[src/rtl/jk_counter_ctrl.sv]
// ---------------------------------------------------------------------------
// jk_counter_ctrl
//
// Modulo-MODULUS up/down counter whose state is held in a bank of JK
// flip-flops, one per bit. The block computes the J/K excitation for that
// bank every cycle. It also keeps the bank state itself (r_q), so it can run
// standalone or sit upstream of an external JK register.
//
// Parameters
//   WIDTH    bit width of count, din, J and K
//   MODULUS  count range 0..MODULUS-1; legal range is 2..2**WIDTH
//
// Ports
//   clk    in   rising-edge clock
//   reset  in   asynchronous, active-high; clears the count
//   en     in   count enable
//   up     in   direction: 1 = increment, 0 = decrement
//   load   in   synchronous parallel load; wins over en
//   din    in   load value; saturates to MODULUS-1 when out of range
//   Q      out  present count (JK bank state)
//   Qnot   out  bitwise complement of Q
//   J      out  J excitation for the next clock edge (combinational)
//   K      out  K excitation for the next clock edge (combinational)
//   tc     out  terminal count; a wrap happens on the next edge (combinational)
//   wrap   out  registered one-cycle pulse in the cycle after a wrap
// ---------------------------------------------------------------------------
module jk_counter_ctrl #(
  parameter int WIDTH   = 4,
  parameter int MODULUS = 10
) (
  input  logic             clk,
  input  logic             reset,
  input  logic             en,
  input  logic             up,
  input  logic             load,
  input  logic [WIDTH-1:0] din,
  output logic [WIDTH-1:0] Q,
  output logic [WIDTH-1:0] Qnot,
  output logic [WIDTH-1:0] J,
  output logic [WIDTH-1:0] K,
  output logic             tc,
  output logic             wrap
);

  // MODULUS may equal 2**WIDTH, so the range check needs one extra bit.
  localparam logic [WIDTH:0]   MOD_EXT = (WIDTH+1)'(MODULUS);
  localparam logic [WIDTH-1:0] MAX_Q   = WIDTH'(MODULUS - 1);
  localparam logic [WIDTH-1:0] ZERO_Q  = {WIDTH{1'b0}};
  localparam logic [WIDTH-1:0] ONE_Q   = WIDTH'(32'd1);

  // Selects which excitation form drives the JK bank this cycle.
  typedef enum logic [1:0] {
    EXC_IDLE  = 2'd0,
    EXC_LOAD  = 2'd1,
    EXC_COUNT = 2'd2
  } exc_mode_t;

  logic [WIDTH-1:0] r_q;
  logic             r_wrap;

  logic [WIDTH-1:0] w_target;
  exc_mode_t        w_mode;
  logic [WIDTH-1:0] w_j;
  logic [WIDTH-1:0] w_k;
  logic [WIDTH-1:0] w_q_next;
  logic             w_q_legal;
  logic             w_din_legal;
  logic             w_at_max;
  logic             w_at_zero;
  logic             w_tc;

  // Single JK flip-flop: 00 hold, 01 clear, 10 set, 11 toggle.
  function automatic logic jk_bit(input logic q, input logic j, input logic k);
    logic nxt;
    case ({j, k})
      2'b00:   nxt = q;
      2'b01:   nxt = 1'b0;
      2'b10:   nxt = 1'b1;
      2'b11:   nxt = ~q;
      default: nxt = q;
    endcase
    return nxt;
  endfunction

  assign w_q_legal   = ({1'b0, r_q} < MOD_EXT);
  assign w_din_legal = ({1'b0, din} < MOD_EXT);
  assign w_at_max    = (r_q == MAX_Q);
  assign w_at_zero   = (r_q == ZERO_Q);

  // Next-state target and excitation mode: load, then count, then idle.
  // An out-of-range state recovers on the next count edge. Counting up
  // goes to 0. Counting down goes to MODULUS-1.
  always_comb begin
    w_target = r_q;
    w_mode   = EXC_IDLE;
    if (load) begin
      w_mode = EXC_LOAD;
      if (w_din_legal) begin
        w_target = din;
      end else begin
        w_target = MAX_Q;
      end
    end else if (en) begin
      w_mode = EXC_COUNT;
      if (up) begin
        if (w_at_max || !w_q_legal) begin
          w_target = ZERO_Q;
        end else begin
          w_target = r_q + ONE_Q;
        end
      end else begin
        if (w_at_zero || !w_q_legal) begin
          w_target = MAX_Q;
        end else begin
          w_target = r_q - ONE_Q;
        end
      end
    end else begin
      w_mode   = EXC_IDLE;
      w_target = r_q;
    end
  end

  // Excitation encoding.
  // A load uses set/reset form, so the result does not depend on the old state.
  // A count uses toggle form, so only the bits that change are excited.
  always_comb begin
    w_j = {WIDTH{1'b0}};
    w_k = {WIDTH{1'b0}};
    case (w_mode)
      EXC_LOAD: begin
        w_j = w_target;
        w_k = ~w_target;
      end
      EXC_COUNT: begin
        w_j = r_q ^ w_target;
        w_k = r_q ^ w_target;
      end
      EXC_IDLE: begin
        w_j = {WIDTH{1'b0}};
        w_k = {WIDTH{1'b0}};
      end
      default: begin
        w_j = {WIDTH{1'b0}};
        w_k = {WIDTH{1'b0}};
      end
    endcase
  end

  // Terminal count means the next edge wraps. A load suppresses it.
  assign w_tc = en & ~load & ((up & w_at_max) | (~up & w_at_zero));

  // Next value of each bank bit, taken only from its own J/K pair.
  always_comb begin
    w_q_next = r_q;
    for (int i = 0; i < WIDTH; i++) begin
      w_q_next[i] = jk_bit(r_q[i], w_j[i], w_k[i]);
    end
  end

  // JK bank state register.
  always_ff @(posedge clk or posedge reset) begin
    if (reset) begin
      r_q <= {WIDTH{1'b0}};
    end else begin
      r_q <= w_q_next;
    end
  end

  // Wrap pulse: registered terminal count.
  always_ff @(posedge clk or posedge reset) begin
    if (reset) begin
      r_wrap <= 1'b0;
    end else begin
      r_wrap <= w_tc;
    end
  end

  assign Q    = r_q;
  assign Qnot = ~r_q;
  assign J    = w_j;
  assign K    = w_k;
  assign tc   = w_tc;
  assign wrap = r_wrap;

endmodule

[config.mk]
export PLATFORM = sky130hd
export DESIGN_NAME = jk_counter_ctrl
export DESIGN_NICKNAME = d
export VERILOG_FILES = /design/src/rtl/jk_counter_ctrl.sv
export SDC_FILE = /design/constraint.sdc
export NUM_CORES = 1
export LEC_CHECK = 0
export ABC_AREA = 1
export BUFFER_PORTS_ARGS = -buffer_cell sky130_fd_sc_hd__buf_4
export CAP_MARGIN = 20
export CELL_PAD_IN_SITES_DETAIL_PLACEMENT = 0
export CELL_PAD_IN_SITES_GLOBAL_PLACEMENT = 1
export CORE_MARGIN = 2
export CORE_UTILIZATION = 28
export DETAILED_ROUTE_END_ITERATION = 12
export GPL_TIMING_DRIVEN = 0
export PLACE_DENSITY = 0.8
export SLEW_MARGIN = 10
export SYNTH_ARGS = -nofsm -noshare
export SYNTH_HDL_FRONTEND = slang
export SYNTH_SLANG_ARGS = --single-unit
[constraint.sdc]
create_clock -name clk -period 1.8 [get_ports clk]
set_input_delay 0.54 -clock clk [delete_from_list [all_inputs] [get_ports clk]]
set_output_delay 0.54 -clock clk [all_outputs]
set_load 0.01 [all_outputs]
==> impl_table.tex <==
\begin{tabular}{lr}
\hline
Metric & Value \\
\hline
\multicolumn{2}{l}{\textbf{Placement}} \\
\quad Detailed placer's ending HPWL & 1460 um \\
\quad Weighted congestion reported at the end of routability-driven placement & 0.843 \\
\quad Input/output buffers & 25 \\
\quad Cell area after placement & 942 um\^{}2 \\
\multicolumn{2}{l}{\textbf{Power and ir drop}} \\
\quad Power per unit of standard cell area & 634 mW/mm\^{}2 \\
\quad Worst vdd rail ir drop & 0.000334 V \\
\quad Leakage dissipation & 0.655 nW \\
\multicolumn{2}{l}{\textbf{Worst setup path}} \\
\quad Critical path data arrival time & 1.78 ns \\
\quad Startpoint type of the worst setup path & flip-flop \\
\quad Category of the worst setup path capture point & output port \\
\quad Required time at the worst-slack endpoint & 1.26 ns \\
\quad Setup slack on the worst flop-to-flop path & -0.30 ns \\
\quad Setup Crit Path Kind & reg2out \\
\quad Biggest fanout along the worst timing path & 5 \\
\multicolumn{2}{l}{\textbf{Timing}} \\
\quad Worst-case hold slack & 0.198 ns \\
\quad Fin Clk Skew & 0.000188 ns \\
\quad Worst setup margin & -0.518 ns \\
\quad Final worst-path cycle share & 1.29 \\
\quad Minimum period implied by the final worst setup slack & 2.32 ns \\
\quad Total of endpoints with negative setup slack in the final report & 11 \\
\quad Tightest Pin Transition & 0.479 ns \\
\quad Number of max-slew violations in the final report & 0 \\
\quad RSZ-0062 raised after global routing & true \\
\quad Count of final hold-check violations & 0 \\
\quad Worst slew margin relative to its limit & 0.678 \\
\quad Maximum frequency from static timing analysis & 0.431 GHz \\
\multicolumn{2}{l}{\textbf{Global route}} \\
\quad Overall Global Routing Usage & 0.191 \\
\quad GRT met1 Usage & 0.228 \\
\quad Gr ovfl total & 0 \\
\quad First-pass GRT wire length & 3800 um \\
\quad Met3 track demand over resource in global routing & 0.0400 \\
\quad Layer with the highest usage after global routing & met2 \\
\quad Vias in the first global route & 850 \\
\quad Pin count of the biggest net entering global routing & 11 \\
\quad Met2 demand-to-capacity share in global routing & 0.327 \\
\quad Number of antenna violations at the first check in global routing & 0 \\
\multicolumn{2}{l}{\textbf{Status}} \\
\quad Result of the run & finished, violations left \\
\quad Violations in the final reports & negative setup slack \\
\multicolumn{2}{l}{\textbf{Clock tree}} \\
\quad CTS tree & yes \\
\quad Number of buffers added by the clock tree synthesis step & 3 \\
\quad Number of H-tree levels & 1 \\
\quad Root Buffer Master & sky130\_fd\_sc\_hd\_\_clkbuf\_4 \\
\quad Clock transition at the register clock pins on the worst setup and hold paths after CTS & 0.04 ns \\
\quad Longest Clk Path Bufs & 2 \\
\quad Clock latency reported for the late side of the worst-skew pair & 0.24 ns \\
\quad CTS hold repair buffers & 0 \\
\quad \# clock sinks & 5 \\
\multicolumn{2}{l}{\textbf{Floorplan}} \\
\quad Initial core utilization & 0.297 \\
\quad Die Footprint & 0.00278 mm\^{}2 \\
\quad Core area & 0.00223 mm\^{}2 \\
\quad Top Ports & 27 \\
\quad Overall die height & 52.7 um \\
\quad Std-Cell Rows & 17 \\
\quad Die W & 52.7 um \\
\multicolumn{2}{l}{\textbf{Yosys}} \\
\quad Synth Register Bits & 5 \\
\quad Proportion of synthesized flip-flops having asynchronous set or reset & 1.00 \\
\quad Cell taking the most area after synthesis & sky130\_fd\_sc\_hd\_\_nand2\_1 \\
\quad Sequential-to-total area share from yosys stat & 0.188 \\
\quad Post-Synthesis Mean Instance Area & 6.39 um\^{}2 \\
\quad Number of instances in the synthesized netlist & 104 \\
\quad Top cells by count, synth & sky130\_fd\_sc\_hd\_\_nand2\_1 (35), sky130\_fd\_sc\_hd\_\_inv\_1 (14), sky130\_fd\_sc\_hd\_\_nand3\_1 (13) \\
\quad Synthesized cell area & 664 um\^{}2 \\
\quad Top post-synthesis cells by area & sky130\_fd\_sc\_hd\_\_nand2\_1 (20\%), sky130\_fd\_sc\_hd\_\_dfrtp\_1 (19\%), sky130\_fd\_sc\_hd\_\_nand3\_1 (9.8\%), sky130\_fd\_sc\_hd\_\_inv\_1 (7.9\%), sky130\_fd\_sc\_hd\_\_ha\_1 (7.5\%) \\
\quad Primary flip-flop cell chosen by synthesis mapping & sky130\_fd\_sc\_hd\_\_dfrtp\_1 \\
\quad Nets in the synthesized netlist & 117 \\
\quad Fraction of synthesized cell area taken by the top area cell type & 0.198 \\
\quad Yosys Warn Count & 0 \\
\quad Most frequent cell after synthesis & sky130\_fd\_sc\_hd\_\_nand2\_1 \\
\quad Unique cell type count in the Yosys netlist & 22 \\
\quad Number of synthesized flops with an enable pin & 0 \\
\multicolumn{2}{l}{\textbf{Drt}} \\
\quad Pre-Repair DR Iteration Count & 4 \\
\quad Via/cell ratio & 4.62 \\
\quad Wire length reported by the detailed router & 2230 um \\
\quad Wire per inst & 12.1 um \\
\quad First DRT Iteration DRCs & 12 \\
\quad Post-route DRC violation count & 0 \\
\quad Number of nets with antenna violations after detailed routing & 0 \\
\quad Total via count after detailed routing & 854 \\
\multicolumn{2}{l}{\textbf{Final layout}} \\
\quad Area growth, synth to finish & 88.7\% \\
\quad Final Net Count & 171 \\
\quad Share of layout cells above drive strength 1 & 0.580 \\
\quad Antenna Diode Count & 0 \\
\quad Fin area & 0.00125 mm\^{}2 \\
\multicolumn{2}{l}{\textbf{Hold path}} \\
\quad Class of the tightest hold or removal check & in2async \\
\multicolumn{2}{l}{\textbf{Flow run}} \\
\quad Number of maximum-capacitance violations & 0 \\
\hline
\end{tabular}
[repair_timing]
action | in CTS | in global routing
pin swaps | 11 | 0
endpoints found under the setup margin | 9 | 11
gates cloned | 0 | 0
resized for setup | 25 | 2
setup buffers | 23 | 1
[final timing paths]
path,cells after the start,startpoint,end
worst max-delay path,13,Q[0],K[2]
worst min-delay path,2,reset,Q[3]
worst max register to register,17,Q[0],Q[2]
worst min register to register,3,Q[2],Q[2]
max in group asynchronous,2,reset,Q[0]
min in group clk,2,load,wrap
[registers in the layout, summed over array words and instances (netlist names)]
| register | count |
|---|---|
| wrap | 1 |
| Q | 4 |
[layout by cell type, fill, tap and decap left out, types with 2 or more instances in the layout]
cell type and n:
sky130_fd_sc_hd__inv_2 2, sky130_fd_sc_hd__a21oi_2 3, sky130_fd_sc_hd__dfrtp_2 2, sky130_fd_sc_hd__clkbuf_4 3
sky130_fd_sc_hd__nand3_1 13, sky130_fd_sc_hd__a21oi_1 3, sky130_fd_sc_hd__o21ai_0 2, sky130_fd_sc_hd__ha_4 3
sky130_fd_sc_hd__nand2_2 14, sky130_fd_sc_hd__inv_1 12, sky130_fd_sc_hd__buf_6 19, sky130_fd_sc_hd__buf_4 33
sky130_fd_sc_hd__nor2_1 3, sky130_fd_sc_hd__dfrtp_1 3, sky130_fd_sc_hd__nand3_2 4, sky130_fd_sc_hd__nand2_1 24
[routing by layer]
layer / vias to the layer above / routed length, um
met1: 389 / 937
met2: 24 / 1180
li1: 439 / -
met3: 2 / 91
met4: 0 / 16
met5: - / 0
[final cells by class]
| type | count | area [um^2] |
|---|---|---|
| Inverter | 16 | 67.6 |
| Sequential cell | 5 | 128 |
| Clock buffer | 4 | 26.3 |
| Timing Repair Buffer | 49 | 432 |
| Multi-Input combinational cell | 80 | 536 |
| Fill cell | 215 | 980 |
| Buffer | 3 | 30.0 |
| Tap cell | 28 | 35.0 |
[where the power goes]
group / internal (W) / switching [W] / leakage, nW
registers: 0.000127 / 0.0000209 / 0.0577
logic: 0.000273 / 0.000249 / 0.582
clock network: 0.0000836 / 0.0000423 / 0.0150
[cells by family (layout without fill, tap and decap cells)]
kind of cell,count (synthesis),count (layout),synth area share
AO/OA/AOI/OAI,11,11,0.107
XOR/XNOR,2,2,0.0264
adder cells (fa/ha/maj),4,4,0.0753
buffers and inverters,19,72,0.136
flip-flops,5,5,0.188
AND/OR/NAND/NOR,63,63,0.467
[metrics by stage]
| step | TNS [ns] | cells | setup slack (ns) | power [W] | utilization |
|---|---|---|---|---|---|
| final | -4.89 | 185 | -0.518 | 0.000795 | 0.561 |
| after global routing | -6.39 | 185 | -0.673 | 0.000867 | 0.561 |
| after CTS | -4.70 | 184 | -0.501 | 0.000782 | 0.556 |
| after detailed placement | -2.66 | 157 | -0.322 | 0.000510 | 0.422 |
| after global placement | -2.45 | 157 | -0.296 | 0.000504 | 0.422 |
| after floorplan | -0.877 | 104 | -0.125 | 0.000385 | - |
[critical path: stages, from the launching register on]
cell and delay, ns:
sky130_fd_sc_hd__dfrtp_2 0.48, sky130_fd_sc_hd__ha_2 0.21, sky130_fd_sc_hd__inv_1 0.05, sky130_fd_sc_hd__nand2_1 0.04, sky130_fd_sc_hd__nand2_1 0.06, sky130_fd_sc_hd__nand3_1 0.06
sky130_fd_sc_hd__nand2_1 0.06, sky130_fd_sc_hd__nand2_1 0.07, sky130_fd_sc_hd__nand2_2 0.08, sky130_fd_sc_hd__nand2_2 0.06, sky130_fd_sc_hd__nand2_2 0.09, sky130_fd_sc_hd__nand3_2 0.09
sky130_fd_sc_hd__nand2_2 0.08, sky130_fd_sc_hd__buf_6 0.10
Power figures use the tool's default switching activity.
